### src/rtl/pipeline_stall_ctrl_if.sv
// Hazard-request / pipeline-control bundle between the CPU datapath and pipeline_stall_ctrl.
// The master side raises requests; the slave side (the controller) drives enables, flushes and counters.
interface pipeline_stall_ctrl_if #(
   parameter int CNT_W = 32
);
   logic             data_hazard;
   logic             branch_taken;
   logic             jump_id;
   logic             mem_busy;
   logic             wdog_clear;
   logic             cnt_clear;

   logic             pc_write;
   logic             if_id_write;
   logic             if_id_flush;
   logic             id_ex_flush;
   logic             ex_mem_write;
   logic             halted;
   logic [CNT_W-1:0] stall_cycles;
   logic [CNT_W-1:0] flush_count;
   logic [CNT_W-1:0] bubble_count;

   modport master (
      output data_hazard, branch_taken, jump_id, mem_busy, wdog_clear, cnt_clear,
      input  pc_write, if_id_write, if_id_flush, id_ex_flush, ex_mem_write, halted,
      input  stall_cycles, flush_count, bubble_count
   );

   modport slave (
      input  data_hazard, branch_taken, jump_id, mem_busy, wdog_clear, cnt_clear,
      output pc_write, if_id_write, if_id_flush, id_ex_flush, ex_mem_write, halted,
      output stall_cycles, flush_count, bubble_count
   );
endinterface

### src/rtl/pipeline_stall_ctrl.sv
// Pipeline stall/flush controller: prioritised hazard resolution, memory-wait freeze,
// consecutive-stall watchdog and saturating performance counters.
module pipeline_stall_ctrl #(
   parameter int STALL_LIMIT = 64,
   parameter int CNT_W       = 32
) (
   input logic                  clk,
   input logic                  reset_n,
   pipeline_stall_ctrl_if.slave bus
);

   localparam int SW = $clog2(STALL_LIMIT + 1);
   localparam logic [SW-1:0] STREAK_TRIP = SW'(STALL_LIMIT - 1);
   localparam logic [SW-1:0] STREAK_SAT  = SW'(STALL_LIMIT);

   typedef enum logic [1:0] {RUN, FREEZE, HALT} state_e;

   state_e           state_q, state_d;
   logic             halted_q;
   logic [SW-1:0]    streak_q, streak_d;
   logic [CNT_W-1:0] stall_q, stall_d;
   logic [CNT_W-1:0] flush_q, flush_d;
   logic [CNT_W-1:0] bubble_q, bubble_d;

   logic pc_c, if_id_c, if_flush_c, id_flush_c, ex_mem_c;
   logic active;

   function automatic logic [CNT_W-1:0] sat_inc(input logic [CNT_W-1:0] v);
      return (&v) ? v : v + 1'b1;
   endfunction

   assign active = (state_q != HALT);

   // FREEZE shares RUN's table: held upstream stages re-present their requests once mem_busy drops.
   // NOTE: every output gets a default first so no path through the block infers a latch.
   always_comb begin
      pc_c       = 1'b0;
      if_id_c    = 1'b0;
      if_flush_c = 1'b0;
      id_flush_c = 1'b0;
      ex_mem_c   = 1'b0;
      if (active && !bus.mem_busy) begin
         if (bus.branch_taken) begin
            pc_c       = 1'b1;
            if_id_c    = 1'b1;
            if_flush_c = 1'b1;
            id_flush_c = 1'b1;
            ex_mem_c   = 1'b1;
         end else if (bus.data_hazard) begin
            id_flush_c = 1'b1;
            ex_mem_c   = 1'b1;
         end else if (bus.jump_id) begin
            pc_c       = 1'b1;
            if_id_c    = 1'b1;
            if_flush_c = 1'b1;
            ex_mem_c   = 1'b1;
         end else begin
            pc_c       = 1'b1;
            if_id_c    = 1'b1;
            ex_mem_c   = 1'b1;
         end
      end
   end

   always_comb begin
      state_d  = state_q;
      streak_d = streak_q;
      if (!active) begin
         if (bus.wdog_clear) begin
            state_d  = RUN;
            streak_d = '0;
         end
      end else begin
         state_d = bus.mem_busy ? FREEZE : RUN;
         if (bus.wdog_clear || pc_c) begin
            streak_d = '0;
         end else begin
            if (streak_q >= STREAK_TRIP) state_d = HALT;
            streak_d = (streak_q == STREAK_SAT) ? STREAK_SAT : streak_q + 1'b1;
         end
      end
   end

   // Counters are frozen in HALT, but an explicit clear still takes effect.
   always_comb begin
      stall_d  = stall_q;
      flush_d  = flush_q;
      bubble_d = bubble_q;
      if (bus.cnt_clear) begin
         stall_d  = '0;
         flush_d  = '0;
         bubble_d = '0;
      end else if (active) begin
         if (!pc_c)                     stall_d  = sat_inc(stall_q);
         if (if_flush_c || id_flush_c)  flush_d  = sat_inc(flush_q);
         if (id_flush_c && !pc_c)       bubble_d = sat_inc(bubble_q);
      end
   end

   // NOTE: non-blocking assignments keep every register sampling pre-edge values regardless of order.
   always_ff @(posedge clk or negedge reset_n) begin
      if (!reset_n) begin
         state_q  <= RUN;
         halted_q <= 1'b0;
         streak_q <= '0;
         stall_q  <= '0;
         flush_q  <= '0;
         bubble_q <= '0;
      end else begin
         state_q  <= state_d;
         halted_q <= (state_d == HALT);
         streak_q <= streak_d;
         stall_q  <= stall_d;
         flush_q  <= flush_d;
         bubble_q <= bubble_d;
      end
   end

   // Gating with reset_n guarantees no enable or residual flush while reset is asserted.
   assign bus.pc_write     = reset_n & pc_c;
   assign bus.if_id_write  = reset_n & if_id_c;
   assign bus.if_id_flush  = reset_n & if_flush_c;
   assign bus.id_ex_flush  = reset_n & id_flush_c;
   assign bus.ex_mem_write = reset_n & ex_mem_c;
   assign bus.halted       = halted_q;
   assign bus.stall_cycles = stall_q;
   assign bus.flush_count  = flush_q;
   assign bus.bubble_count = bubble_q;

endmodule

### src/flat_wrapper.sv
// flat-port wrapper written by rule: the top's interface ports become plain ports
module pipeline_stall_ctrl_flat 
#(
   parameter int STALL_LIMIT = 64,
   parameter int CNT_W       = 32
)
  (clk, reset_n, bus_data_hazard, bus_branch_taken, bus_jump_id, bus_mem_busy, bus_wdog_clear, bus_cnt_clear, bus_pc_write, bus_if_id_write, bus_if_id_flush, bus_id_ex_flush, bus_ex_mem_write, bus_halted, bus_stall_cycles, bus_flush_count, bus_bubble_count);
  pipeline_stall_ctrl_if #(.CNT_W(CNT_W)) bus_i ();
  input logic clk;
  input logic reset_n;
  input wire logic [$bits(bus_i.data_hazard)-1:0] bus_data_hazard;
  input wire logic [$bits(bus_i.branch_taken)-1:0] bus_branch_taken;
  input wire logic [$bits(bus_i.jump_id)-1:0] bus_jump_id;
  input wire logic [$bits(bus_i.mem_busy)-1:0] bus_mem_busy;
  input wire logic [$bits(bus_i.wdog_clear)-1:0] bus_wdog_clear;
  input wire logic [$bits(bus_i.cnt_clear)-1:0] bus_cnt_clear;
  output wire logic [$bits(bus_i.pc_write)-1:0] bus_pc_write;
  output wire logic [$bits(bus_i.if_id_write)-1:0] bus_if_id_write;
  output wire logic [$bits(bus_i.if_id_flush)-1:0] bus_if_id_flush;
  output wire logic [$bits(bus_i.id_ex_flush)-1:0] bus_id_ex_flush;
  output wire logic [$bits(bus_i.ex_mem_write)-1:0] bus_ex_mem_write;
  output wire logic [$bits(bus_i.halted)-1:0] bus_halted;
  output wire logic [$bits(bus_i.stall_cycles)-1:0] bus_stall_cycles;
  output wire logic [$bits(bus_i.flush_count)-1:0] bus_flush_count;
  output wire logic [$bits(bus_i.bubble_count)-1:0] bus_bubble_count;
  assign bus_i.data_hazard = bus_data_hazard;
  assign bus_i.branch_taken = bus_branch_taken;
  assign bus_i.jump_id = bus_jump_id;
  assign bus_i.mem_busy = bus_mem_busy;
  assign bus_i.wdog_clear = bus_wdog_clear;
  assign bus_i.cnt_clear = bus_cnt_clear;
  assign bus_pc_write = bus_i.pc_write;
  assign bus_if_id_write = bus_i.if_id_write;
  assign bus_if_id_flush = bus_i.if_id_flush;
  assign bus_id_ex_flush = bus_i.id_ex_flush;
  assign bus_ex_mem_write = bus_i.ex_mem_write;
  assign bus_halted = bus_i.halted;
  assign bus_stall_cycles = bus_i.stall_cycles;
  assign bus_flush_count = bus_i.flush_count;
  assign bus_bubble_count = bus_i.bubble_count;
  pipeline_stall_ctrl #(.STALL_LIMIT(STALL_LIMIT), .CNT_W(CNT_W)) u_core (.clk(clk), .reset_n(reset_n), .bus(bus_i));
endmodule
### config.mk
export PLATFORM = sky130hd
export DESIGN_NAME = pipeline_stall_ctrl_flat
export DESIGN_NICKNAME = d
export VERILOG_FILES = /design/src/rtl/pipeline_stall_ctrl_if.sv /design/src/rtl/pipeline_stall_ctrl.sv /design/src/flat_wrapper.sv
export SDC_FILE = /design/constraint.sdc
export NUM_CORES = 1
export LEC_CHECK = 0
export ABC_AREA = 0
export CELL_PAD_IN_SITES_DETAIL_PLACEMENT = 0
export CELL_PAD_IN_SITES_GLOBAL_PLACEMENT = 1
export CORE_MARGIN = 3
export CORE_UTILIZATION = 40
export DETAILED_ROUTE_END_ITERATION = 10
export GPL_TIMING_DRIVEN = 0
export MAX_ROUTING_LAYER = met4
export PLACE_DENSITY_LB_ADDON = 0.15
export RECOVER_POWER = 25
export SYNTH_ARGS = -nofsm -noshare
export SYNTH_HDL_FRONTEND = slang
export SYNTH_SLANG_ARGS = --single-unit
### constraint.sdc
create_clock -name clk -period 2.6 [get_ports clk]
set_input_delay 0.52 -clock clk [delete_from_list [all_inputs] [get_ports clk]]
set_output_delay 0.52 -clock clk [all_outputs]
set_load 0.02 [all_outputs]
* Word level (Yosys, flattened, before mapping) *
Index checks and enable logic that the tools add are counted.

word-level totals
  logic and storage cells = 70
  output and inout bits = 102
  bits in registers = 106

operators by class
  add/subtract/negate cells = 4
  bitwise logic cells = 4
  reductions and logical operators = 16
  magnitude comparators = 1
  eq/ne operators = 7
  mux-type cells = 32

operators by type and width
  kind                                                                   count
  32-bit 2-to-1 mux                                                      12
  32-bit by 1-bit adder with 32-bit output, second input constant        3
  32-bit AND reduction                                                   3
  7-bit 2-to-1 mux                                                       4
  1-bit 2-to-1 mux                                                       12
  2-bit inequality test, second input constant                           5
  3-bit AND reduction                                                    3
  2-bit 2-to-1 mux                                                       4
  2-bit nonzero test                                                     4
  7-bit by 1-bit adder with 7-bit output, second input constant          1
  7-bit equality test, second input constant                             1
  7-bit by 6-bit >= comparator with 1-bit output, second input constant  1
  1-bit bitwise AND                                                      4
  2-bit equality test, second input constant                             1
  1-bit logical AND                                                      2
  1-bit zero test                                                        2
  1-bit logical OR                                                       2

* Longest topological paths before layout *
Gate-level depths: netlist of run 1.

  word-level depth = 8
  mapped depth = 9

* Worst setup path after synthesis of run 1 *
OpenSTA, ideal clock, no wires.

  path type = reg-to-reg
  start = register u_core.stall_q[0] (netlist: u_core.bus.stall_cycles[0])
  end = register u_core.stall_q[17] (netlist: u_core.bus.stall_cycles[17])
  path buffers = 2
  arrival time = 2034 ps
  setup slack = 439 ps
  period minus slack after synthesis = 2161 ps
  cell stages (with the launch flop) = 9
  data required time = 2472 ps
  library setup time = 128 ps
  cells stage by stage = dfrtp_1 > ha_1 > and4_1 > clkbuf_1 > nand3_1 > nor4_4 > buf_4 > nor4_1 > mux2_1

on the way
  cells in the longest elaborated chain, start to end = 5

RTL lines
  item                                      line                        text
  from (decl)                               pipeline_stall_ctrl.sv:21   logic [CNT_W-1:0] stall_q, stall_d;
  from (signal assigned)                    pipeline_stall_ctrl.sv:113  stall_q <= stall_d;
  32-bit by 1-bit adder with 32-bit output  pipeline_stall_ctrl.sv:29   return (&v) ? v : v + 1'b1;
  32-bit 2-to-1 mux                         pipeline_stall_ctrl.sv:29
  32-bit 2-to-1 mux                         pipeline_stall_ctrl.sv:94   if (!pc_c) stall_d = sat_inc(stall_q);
  32-bit 2-to-1 mux                         pipeline_stall_ctrl.sv:93   end else if (active) begin
  32-bit 2-to-1 mux                         pipeline_stall_ctrl.sv:89   if (bus.cnt_clear) begin

Several ways; a longest one is shown, not always the timed one. The select of a mux whose other input is x is not followed.
A chain may end at the register's enable or synchronous reset.

* Worst setup path in the final report of run 1 *
  start = input bus_branch_taken
  end = register u_core.bubble_q[18] (netlist: u_core.bus.bubble_count[18])

on the way
  cells in the longest elaborated chain, start to end = 6

RTL lines
  item                             line                        text
  from (decl)                      flat_wrapper.sv:12          input wire logic [$bits(bus_i.branch_taken)-1:0] bus_branch_taken;
  1-bit 2-to-1 mux                 pipeline_stall_ctrl.sv:43   if (bus.branch_taken) begin
  1-bit 2-to-1 mux                 pipeline_stall_ctrl.sv:42   if (active && !bus.mem_busy) begin
  1-bit zero test                  n/a
  1-bit logical AND *              pipeline_stall_ctrl.sv:96   if (id_flush_c && !pc_c) bubble_d = sat_inc(bubble_q);
  2-bit nonzero test (no line) *   n/a
  3-bit AND reduction (no line) *  n/a
  to (signal assigned)             pipeline_stall_ctrl.sv:115  bubble_q <= bubble_d;
  to (decl)                        pipeline_stall_ctrl.sv:23   logic [CNT_W-1:0] bubble_q, bubble_d;

Mark *: on every way between the ends. The rest lies on a longest branch, timed or not.

==> qor.csv, run 1 <==
metric;value;unit
Mapped Area;6180;um^2
status;finished, violations left;
I/O pin total;110;
Die ar.;17000;um^2
max incr delay on CP;0.51;ns
worst reg2reg endpoint;u_core.bus.flush_count[18];
Final Hold Viols;0;
Syn Area/Cell;8.86;um^2
CP Launch Type;input port;
global-route wire length before repair;30400;um
hold buffers post-CTS;0;
Sw Pwr;0.799;mW
Syn Inst Count;697;
top sig layer;met4;
PD cells;432;nW/um^2
Routed WL per cell;18.5;um
CP Max Fanout;10;
worst setup path startpoint;bus_branch_taken;
Total Wirelength;18700;um
Synth Net Count;710;
Hold Crit Class;input port to async pin;
most frequent cells in the layout;dfrtp_1, clkdlybuf4s50_1, a21oi_1;
R2R setup slack;0.22;ns
Port Buffer Count;107;
Synth area leaders;dfrtp_1, a21oi_1, or4_1, o31ai_1, nand3_1;
VDD IR max;334;uV
register bit total from synthesis;106;
CTS tree;yes;
clock buffer depth;2;
Worst-path clk slew;0.07;ns
slowest cell on the critical path;clkdlybuf4s50_1;
largest net degree at the start of global routing;50;
gr ovfl total;0;
crit end category;flop;
Required @ worst endpoint;2.87;ns
commonest non-fill, non-tap cell in the layout;dfrtp_1;
Post-DRT Antenna Nets;0;
met3 wire len;753;um
final period utilization;0.947;
crit-path cells;clkdlybuf4s50_1 -> nand2b_2 -> nor3_4 -> buf_4 -> nand4_1 -> buf_4 -> or4_1 -> a21oi_1;
die height;130;um
Metal-1 WL;8830;um
Ys Warns;0;
Flop pwr share;0.485;
Root Driver;clkbuf_16;
clk_skew;0.0107;ns
met2 wire length;9000;um
switching share of power;0.232;
n_diodes;0;
Yosys top cell area share;0.429;
Reg2Reg Depth;6;
Core Region;14800;um^2
failing checks;max-capacitance violations, max-slew violations;
vias in the first global route;5875;
Max-Cap Viols;1;
nets@finish;834;
layout cell share with drive strength beyond 1;0.0920;
GR Util All Layers;0.231;
Slew HR;-0.188;
CTS buffer count;9;
Clk pwr share;0.455;
Crit path buffers/inverters;3;
WP depth;8;
CP endpoint;u_core.bus.bubble_count[18];
number of enable flip-flop cells after synthesis;0;
final std cell area, no fill;7960;um^2
H-tree Lvls;3;
crit path kind;input port to flop;
synthesis-to-layout area growth;28.9;%
Setup TNS;0;ns
RSZ-0062 raised after global routing;true;
post-synthesis sequential area ratio;0.429;
clock latency on the worst-skew pair;0.36;ns
ys async rst share;1.00;
Initial Utilization;0.417;
post-synthesis cell type count;56;
drt drc;0;
Final Max Slew Viols;31;
actual slew at the worst max-slew pin;1.78;ns
antenna violations before repair;0;
cell repeated most along the worst path;buf_4;
Vias/cell;6.01;
Reg-to-Reg Start;u_core.bus.flush_count[0];
via count;6069;
minimum clock period;2.46;ns
DP HPWL;13400;um
Post-DP Area;7510;um^2
ys flop type;dfrtp_1;
Internal Power;2.64;mW
Worst Path Arrival;2.74;ns
Die X;130;um
GP Congestion;0.821;
DR pass1 iterations;8;
# clock sinks;106;
Final setup viols;0;
Synth area leader;dfrtp_1;
Gate power share;0.059;
cell family with most CP delay;simple AND/OR/NAND/NOR gates;
row count;44;
Max Clk Rate;406;MHz
DRT iter0 DRCs;435;
LEAKAGE;2.93;nW
kinds of logic (layout without fill, tap and decap cells):
kind of cell / Yosys count / after routing / synth area share
AND/OR/NAND/NOR: 337 / 337 / 0.319
AO/OA/AOI/OAI: 172 / 172 / 0.167
flip-flops: 106 / 106 / 0.429
buffers and inverters: 56 / 185 / 0.0377
multiplexers: 19 / 19 / 0.0342
adder cells (fa/ha/maj): 5 / 5 / 0.0101
XOR/XNOR: 2 / 2 / 0.00284
synth_stat cells (12+ instances only):
cell	instances
a21oi_1	73
nand3_1	48
o21ai_0	39
o31ai_1	37
inv_1	17
nor4_1	12
dfrtp_1	106
clkbuf_1	27
and4_1	13
nor3_1	15
or4_1	38
nor2b_1	16
nor2_1	45
nand2_1	44
nand4_1	25
or3_1	36
worst register-to-register path: cells and delay by family (launching register included):
family,cells,cell delay (ns)
adder cells (fa/ha/maj),1,0.25
flip-flops,1,0.43
multiplexers,1,0.39
AND/OR/NAND/NOR,4,1.20
layout make-up:
| type | count | area, um^2 |
|---|---|---|
| multi-input cells | 535 | 3360 |
| flip-flops and latches | 106 | 2650 |
| fillers | 1418 | 6850 |
| plain buffers | 38 | 173 |
| well taps | 184 | 230 |
| repair buffers | 114 | 1140 |
| clock buffers | 12 | 267 |
| clock inverters | 4 | 72.6 |
| inverters | 17 | 63.8 |
registers in the layout, indices dropped and copies added, names as in the netlist:
| signal | flops |
|---|---|
| u_core.bus.bubble_count | 32 |
| u_core.bus.flush_count | 32 |
| u_core.bus.halted | 1 |
| u_core.bus.stall_cycles | 32 |
| u_core.state_q | 2 |
| u_core.streak_q | 7 |
per-stage QoR:
| step | util | setup slack (ns) | total power, mW | instances | hold WS, ns |
|---|---|---|---|---|---|
| 6_report | 0.538 | 0.139 | 3.44 | 1010 | 0.0531 |
| 3_5_place_dp | 0.507 | -0.658 | 1.90 | 989 | 0.495 |
| 3_3_place_gp | 0.505 | -4.60 | 1.90 | 988 | 0.522 |
| 2_1_floorplan | - | 0.439 | 1.79 | 697 | 0.224 |
| 4_1_cts | 0.534 | 0.0290 | 3.49 | 1007 | 0.0725 |
| 5_1_grt | 0.538 | -0.0265 | 3.56 | 1010 | 0.0795 |
power groups by stage:
stage                     clock network (mW)  registers, mW  logic [mW]
after CTS                               1.61           1.67       0.209
after floorplan                            0           1.71      0.0827
after detailed placement                   0           1.70       0.200
after global placement                     0           1.70       0.193
final                                   1.57           1.67       0.204
after global routing                    1.66           1.67       0.227
worst min-delay path by stage:
stage / start / endpoint / slack [ns] / depth (start not counted)
2_1_floorplan: reset_n / u_core.bus.bubble_count[0] / 0.22 / 0
3_3_place_gp: u_core.streak_q[5] / u_core.streak_q[5] / 0.52 / 1
3_5_place_dp: reset_n / u_core.bus.flush_count[19] / 0.50 / 1
4_1_cts: reset_n / u_core.bus.flush_count[19] / 0.07 / 1
5_1_grt: reset_n / u_core.bus.flush_count[19] / 0.08 / 1
6_report: reset_n / u_core.bus.flush_count[19] / 0.05 / 1
layer usage:
| metal | up-vias | track usage |
|---|---|---|
| met5 | - | - |
| met4 | 0 | 0.0501 |
| met3 | 14 | 0.0446 |
| met1 | 2992 | 0.310 |
| li1 | 2901 | - |
| met2 | 162 | 0.365 |
repair_timing:
item                                    CTS  global route
pin swaps                                 1             1
endpoints found under the setup margin   18            37
cloned                                    1             0
buffers inserted                          1             4
resized for setup                        13            18
Power figures use the tool's default switching activity.
==> run 2: changes to the inputs <==
==> constraint.sdc (replaced) <==
create_clock -name clk -period 2.7 [get_ports clk]
set_input_delay 0.54 -clock clk [delete_from_list [all_inputs] [get_ports clk]]
set_output_delay 0.54 -clock clk [all_outputs]
set_load 0.02 [all_outputs]
==> qor.csv, run 2 (synthesized netlist as in run 1, its figures left out) <==
metric;value;unit
status;finished, violations left;
failing checks;max-capacitance violations, max-slew violations;
synthesis-to-layout area growth;28.4;%
Min Hold Slack;0.0733;ns
H-tree Lvls;3;
Port Buffer Count;107;
final std cell area, no fill;7930;um^2
largest net degree at the start of global routing;50;
Max-Cap Viols;1;
switching share of power;0.232;
die height;130;um
I/O pin total;110;
Worst-path clk slew;0.07;ns
minimum clock period;2.55;ns
RSZ-0062 raised after global routing;false;
Final Hold Viols;0;
FILL cells;1414;
Post-DP Area;7510;um^2
clk_skew;0.00927;ns
clock buffer depth;2;
row count;44;
CTS tree;yes;
cell family with most CP delay;simple AND/OR/NAND/NOR gates;
antenna violations before repair;0;
Reg2Reg Depth;8;
crit-path cells;clkdlybuf4s50_1 -> or3_1 -> and3_1 -> clkbuf_2 -> nand3_1 -> nor4_1 -> mux2_2;
Routed WL per cell;18.5;um
crit end category;flop;
Sw Pwr;0.770;mW
vias in the first global route;5869;
via count;6122;
CTS buffer count;9;
commonest non-fill, non-tap cell in the layout;dfrtp_1;
# clock sinks;106;
pre-CTS setup slack;-0.578;ns
worst setup margin;0.150;ns
DRT iter0 DRCs;470;
PD cells;418;nW/um^2
max incr delay on CP;0.58;ns
layout cell share with drive strength beyond 1;0.0861;
Max Clk Rate;392;MHz
GP Congestion;0.821;
final period utilization;0.944;
drt drc;0;
Vias/cell;6.07;
Crit path buffers/inverters;2;
Core Region;14800;um^2
clock latency on the worst-skew pair;0.36;ns
CP Launch Type;input port;
Final setup viols;0;
Setup TNS;0;ns
hold buffers post-CTS;0;
Initial Utilization;0.417;
Die ar.;17000;um^2
Worst Path Arrival;2.80;ns
n_diodes;0;
Flop pwr share;0.485;
DR pass1 iterations;5;
WP depth;7;
Required @ worst endpoint;2.95;ns
most frequent cells in the layout;dfrtp_1, clkdlybuf4s50_1, a21oi_1;
LEAKAGE;2.91;nW
Root Driver;clkbuf_16;
VDD IR max;323;uV
GR Util All Layers;0.231;
gr ovfl total;0;
Total Wirelength;18600;um
DP HPWL;13400;um
Internal Power;2.55;mW
Post-DRT Antenna Nets;0;
CP Max Fanout;10;
Die X;130;um
Slew HR;-0.171;
Clk pwr share;0.456;
global-route wire length before repair;30400;um
crit path kind;input port to flop;
Final Max Slew Viols;31;
Hold Crit Class;input port to async pin;
actual slew at the worst max-slew pin;1.76;ns
nets@finish;833;
Gate power share;0.059;
Design Power;3.31;mW
slowest cell on the critical path;clkdlybuf4s50_1;
==> run 2: layout make-up <==
| class | count | area (um^2) | area share |
|---|---|---|---|
| multi-input cells | 535 | 3340 | 0.421 |
| flip-flops and latches | 106 | 2650 | 0.334 |
| repair buffers | 112 | 1130 | 0.142 |
| clock buffers | 12 | 267 | 0.0336 |
| well taps | 184 | 230 | 0.0290 |
| plain buffers | 39 | 175 | 0.0221 |
| clock inverters | 4 | 72.6 | 0.00915 |
| inverters | 17 | 63.8 | 0.00805 |
==> run 2: worst paths after layout <==
kind	end	from	slack, ns
max reg2reg	u_core.bus.stall_cycles[17]	u_core.bus.stall_cycles[0]	0.21
max in group asynchronous	u_core.bus.flush_count[4]	reset_n	0.64
max	u_core.bus.flush_count[28]	bus_branch_taken	0.15
min	u_core.bus.flush_count[19]	reset_n	0.07
min reg2reg	u_core.streak_q[5]	u_core.streak_q[5]	0.54
min in group clk	u_core.streak_q[6]	bus_wdog_clear	0.45
==> run 2: what timing repair did <==
item,in CTS,in global routing
endpoints found under the setup margin,10,24
buffers inserted,1,2
gates resized for setup,9,14
pin swaps,1,1
gates cloned,1,0
==> run 2: routing by layer <==
| metal | wire length [um] | global-route usage |
|---|---|---|
| met2 | 8950 | 0.365 |
| met4 | 129 | 0.0501 |
| met1 | 8660 | 0.310 |
| met3 | 894 | 0.0446 |
| met5 | 0 | - |
==> run 2: power groups by stage <==
stage	Combinational, mW	Sequential [mW]	Clock [mW]
after floorplan	0.0796	1.64	0
after global placement	0.186	1.64	0
after detailed placement	0.192	1.64	0
after CTS	0.200	1.61	1.55
after global routing	0.219	1.61	1.60
final	0.196	1.61	1.51
==> run 2: per-stage QoR <==
stage,util,cells
6_report,0.535,1009
5_1_grt,0.535,1009
4_1_cts,0.533,1007
3_5_place_dp,0.507,989
3_3_place_gp,0.505,988
2_1_floorplan,-,697
==> run 3: changes to the inputs <==
--- a/config.mk
+++ b/config.mk
@@ -15,6 +15,7 @@
 export MAX_ROUTING_LAYER = met4
 export PLACE_DENSITY_LB_ADDON = 0.15
 export RECOVER_POWER = 25
+export REMOVE_ABC_BUFFERS = 1
 export SYNTH_ARGS = -nofsm -noshare
 export SYNTH_HDL_FRONTEND = slang
 export SYNTH_SLANG_ARGS = --single-unit
==> qor.csv, run 3 (synthesized netlist as in run 1, its figures left out) <==
metric;value;unit
status;complete, no violations;
crit path kind;input port to output port;
hold buffers post-CTS;0;
# clock sinks;106;
LEAKAGE;2.89;nW
slowest cell on the critical path;clkdlybuf4s50_1;
most frequent cells in the layout;dfrtp_1, clkdlybuf4s50_1, a21oi_1;
commonest non-fill, non-tap cell in the layout;dfrtp_1;
Die ar.;17000;um^2
GP Congestion;0.847;
drt drc;0;
Worst Path Arrival;1.98;ns
VDD IR max;286;uV
gr ovfl total;0;
CTS tree;yes;
largest net degree at the start of global routing;81;
global-route wire length before repair;27700;um
post-layout util;0.529;
worst setup margin;0.182;ns
nets@finish;807;
Total Wirelength;16800;um
Final setup viols;0;
RSZ-0062 raised after global routing;false;
Vias/cell;6.04;
H-tree Lvls;3;
crit end category;output port;
Max-Cap Viols;0;
CP Launch Type;input port;
antenna violations before repair;0;
I/O pin total;110;
worst reg2reg endpoint;u_core.bus.stall_cycles[17];
Die X;130;um
Min Hold Slack;0.139;ns
via count;5937;
clock buffer depth;2;
area occupied by multi-input gates;3370;um^2
Hold Crit Class;input port to async pin;
Reg2Reg Depth;7;
GR Util All Layers;0.207;
final period utilization;0.933;
row count;44;
clock latency on the worst-skew pair;0.35;ns
pre-CTS setup slack;-1.24;ns
DP HPWL;11300;um
crit-path cells;clkdlybuf4s50_1 -> nor2b_1 -> nor2_2 -> o21a_1 -> dlygate4sd2_1;
actual slew at the worst max-slew pin;1.35;ns
Max Clk Rate;397;MHz
Crit path buffers/inverters;2;
FILL cells;1362;
clk_skew;0.0104;ns
Core Region;14800;um^2
Routed WL per cell;17.1;um
Required @ worst endpoint;2.16;ns
Root Driver;clkbuf_16;
Sequential Area;2650;um^2
Initial Utilization;0.417;
DR pass1 iterations;5;
max incr delay on CP;0.50;ns
Slew HR;0.0996;
Post-DRT Antenna Nets;0;
PD cells;401;nW/um^2
Worst-path clk slew;0.07;ns
CTS buffer count;9;
Final Max Slew Viols;0;
vias in the first global route;5654;
R2R setup slack;0.20;ns
Port Buffer Count;109;
Reg-to-Reg Start;u_core.bus.stall_cycles[0];
CP Max Fanout;5;
DRT iter0 DRCs;445;
layout cell share with drive strength beyond 1;0.0826;
Final Hold Viols;0;
n_diodes;0;
minimum clock period;2.52;ns
synthesis-to-layout area growth;26.8;%
cell family with most CP delay;buffers and inverters;
die height;130;um
run 3: worst max-delay path by stage:
| stage | startpoint | to | slack (ns) | cells past startpoint |
|---|---|---|---|---|
| finish | bus_data_hazard | bus_if_id_flush | 0.18 | 5 |
| global placement | reset_n | bus_if_id_flush | -4.39 | 5 |
| floorplan | u_core.bus.flush_count[8] | u_core.bus.flush_count[23] | -0.16 | 5 |
| CTS | u_core.bus.stall_cycles[14] | u_core.bus.stall_cycles[26] | 0.01 | 5 |
| detailed placement | bus_branch_taken | u_core.bus.bubble_count[25] | -1.24 | 6 |
| global route | bus_branch_taken | u_core.bus.bubble_count[25] | 0.01 | 7 |
run 3: through the flow:
stage	setup TNS (ns)	cell area, um^2	std cells	total power, mW
6_report	0	7830	983	3.14
5_1_grt	0	7830	983	3.27
4_1_cts	0	7790	979	3.19
3_5_place_dp	-32.26	7400	954	1.82
3_3_place_gp	-529.75	7330	951	1.81
2_1_floorplan	-0.862	6010	658	1.70
run 3: cell type report:
type                            count  area share
Timing Repair Buffer              124       0.156
Clock inverter                      2     0.00447
Tap cell                          184      0.0294
Inverter                           17     0.00815
Clock buffer                       14      0.0337
Multi-Input combinational cell    536       0.430
Sequential cell                   106       0.339
run 3: what timing repair did:
action,4_1_cts,5_1_grt
endpoints found under the hold margin,0,0
buffers inserted,8,4
resized for setup,8,6
pin swaps,3,3
endpoints found under the setup margin,46,49
gates cloned,1,0
run 3: report_power, final:
| part | leakage, nW | switching, mW | internal (mW) |
|---|---|---|---|
| combinational | 1.27 | 0.120 | 0.0532 |
| sequential | 1.47 | 0.0128 | 1.60 |
| clock | 0.147 | 0.589 | 0.771 |
run 3: per-layer routing:
metal / track usage / share of wire / wire length [um] / vias up
met5: - / 0 / 0 / -
li1: - / - / - / 2839
met1: 0.272 / 0.48 / 8070 / 2950
met2: 0.324 / 0.46 / 7740 / 136
met4: 0.0544 / 0.0075 / 126 / 0
met3: 0.0450 / 0.051 / 855 / 12
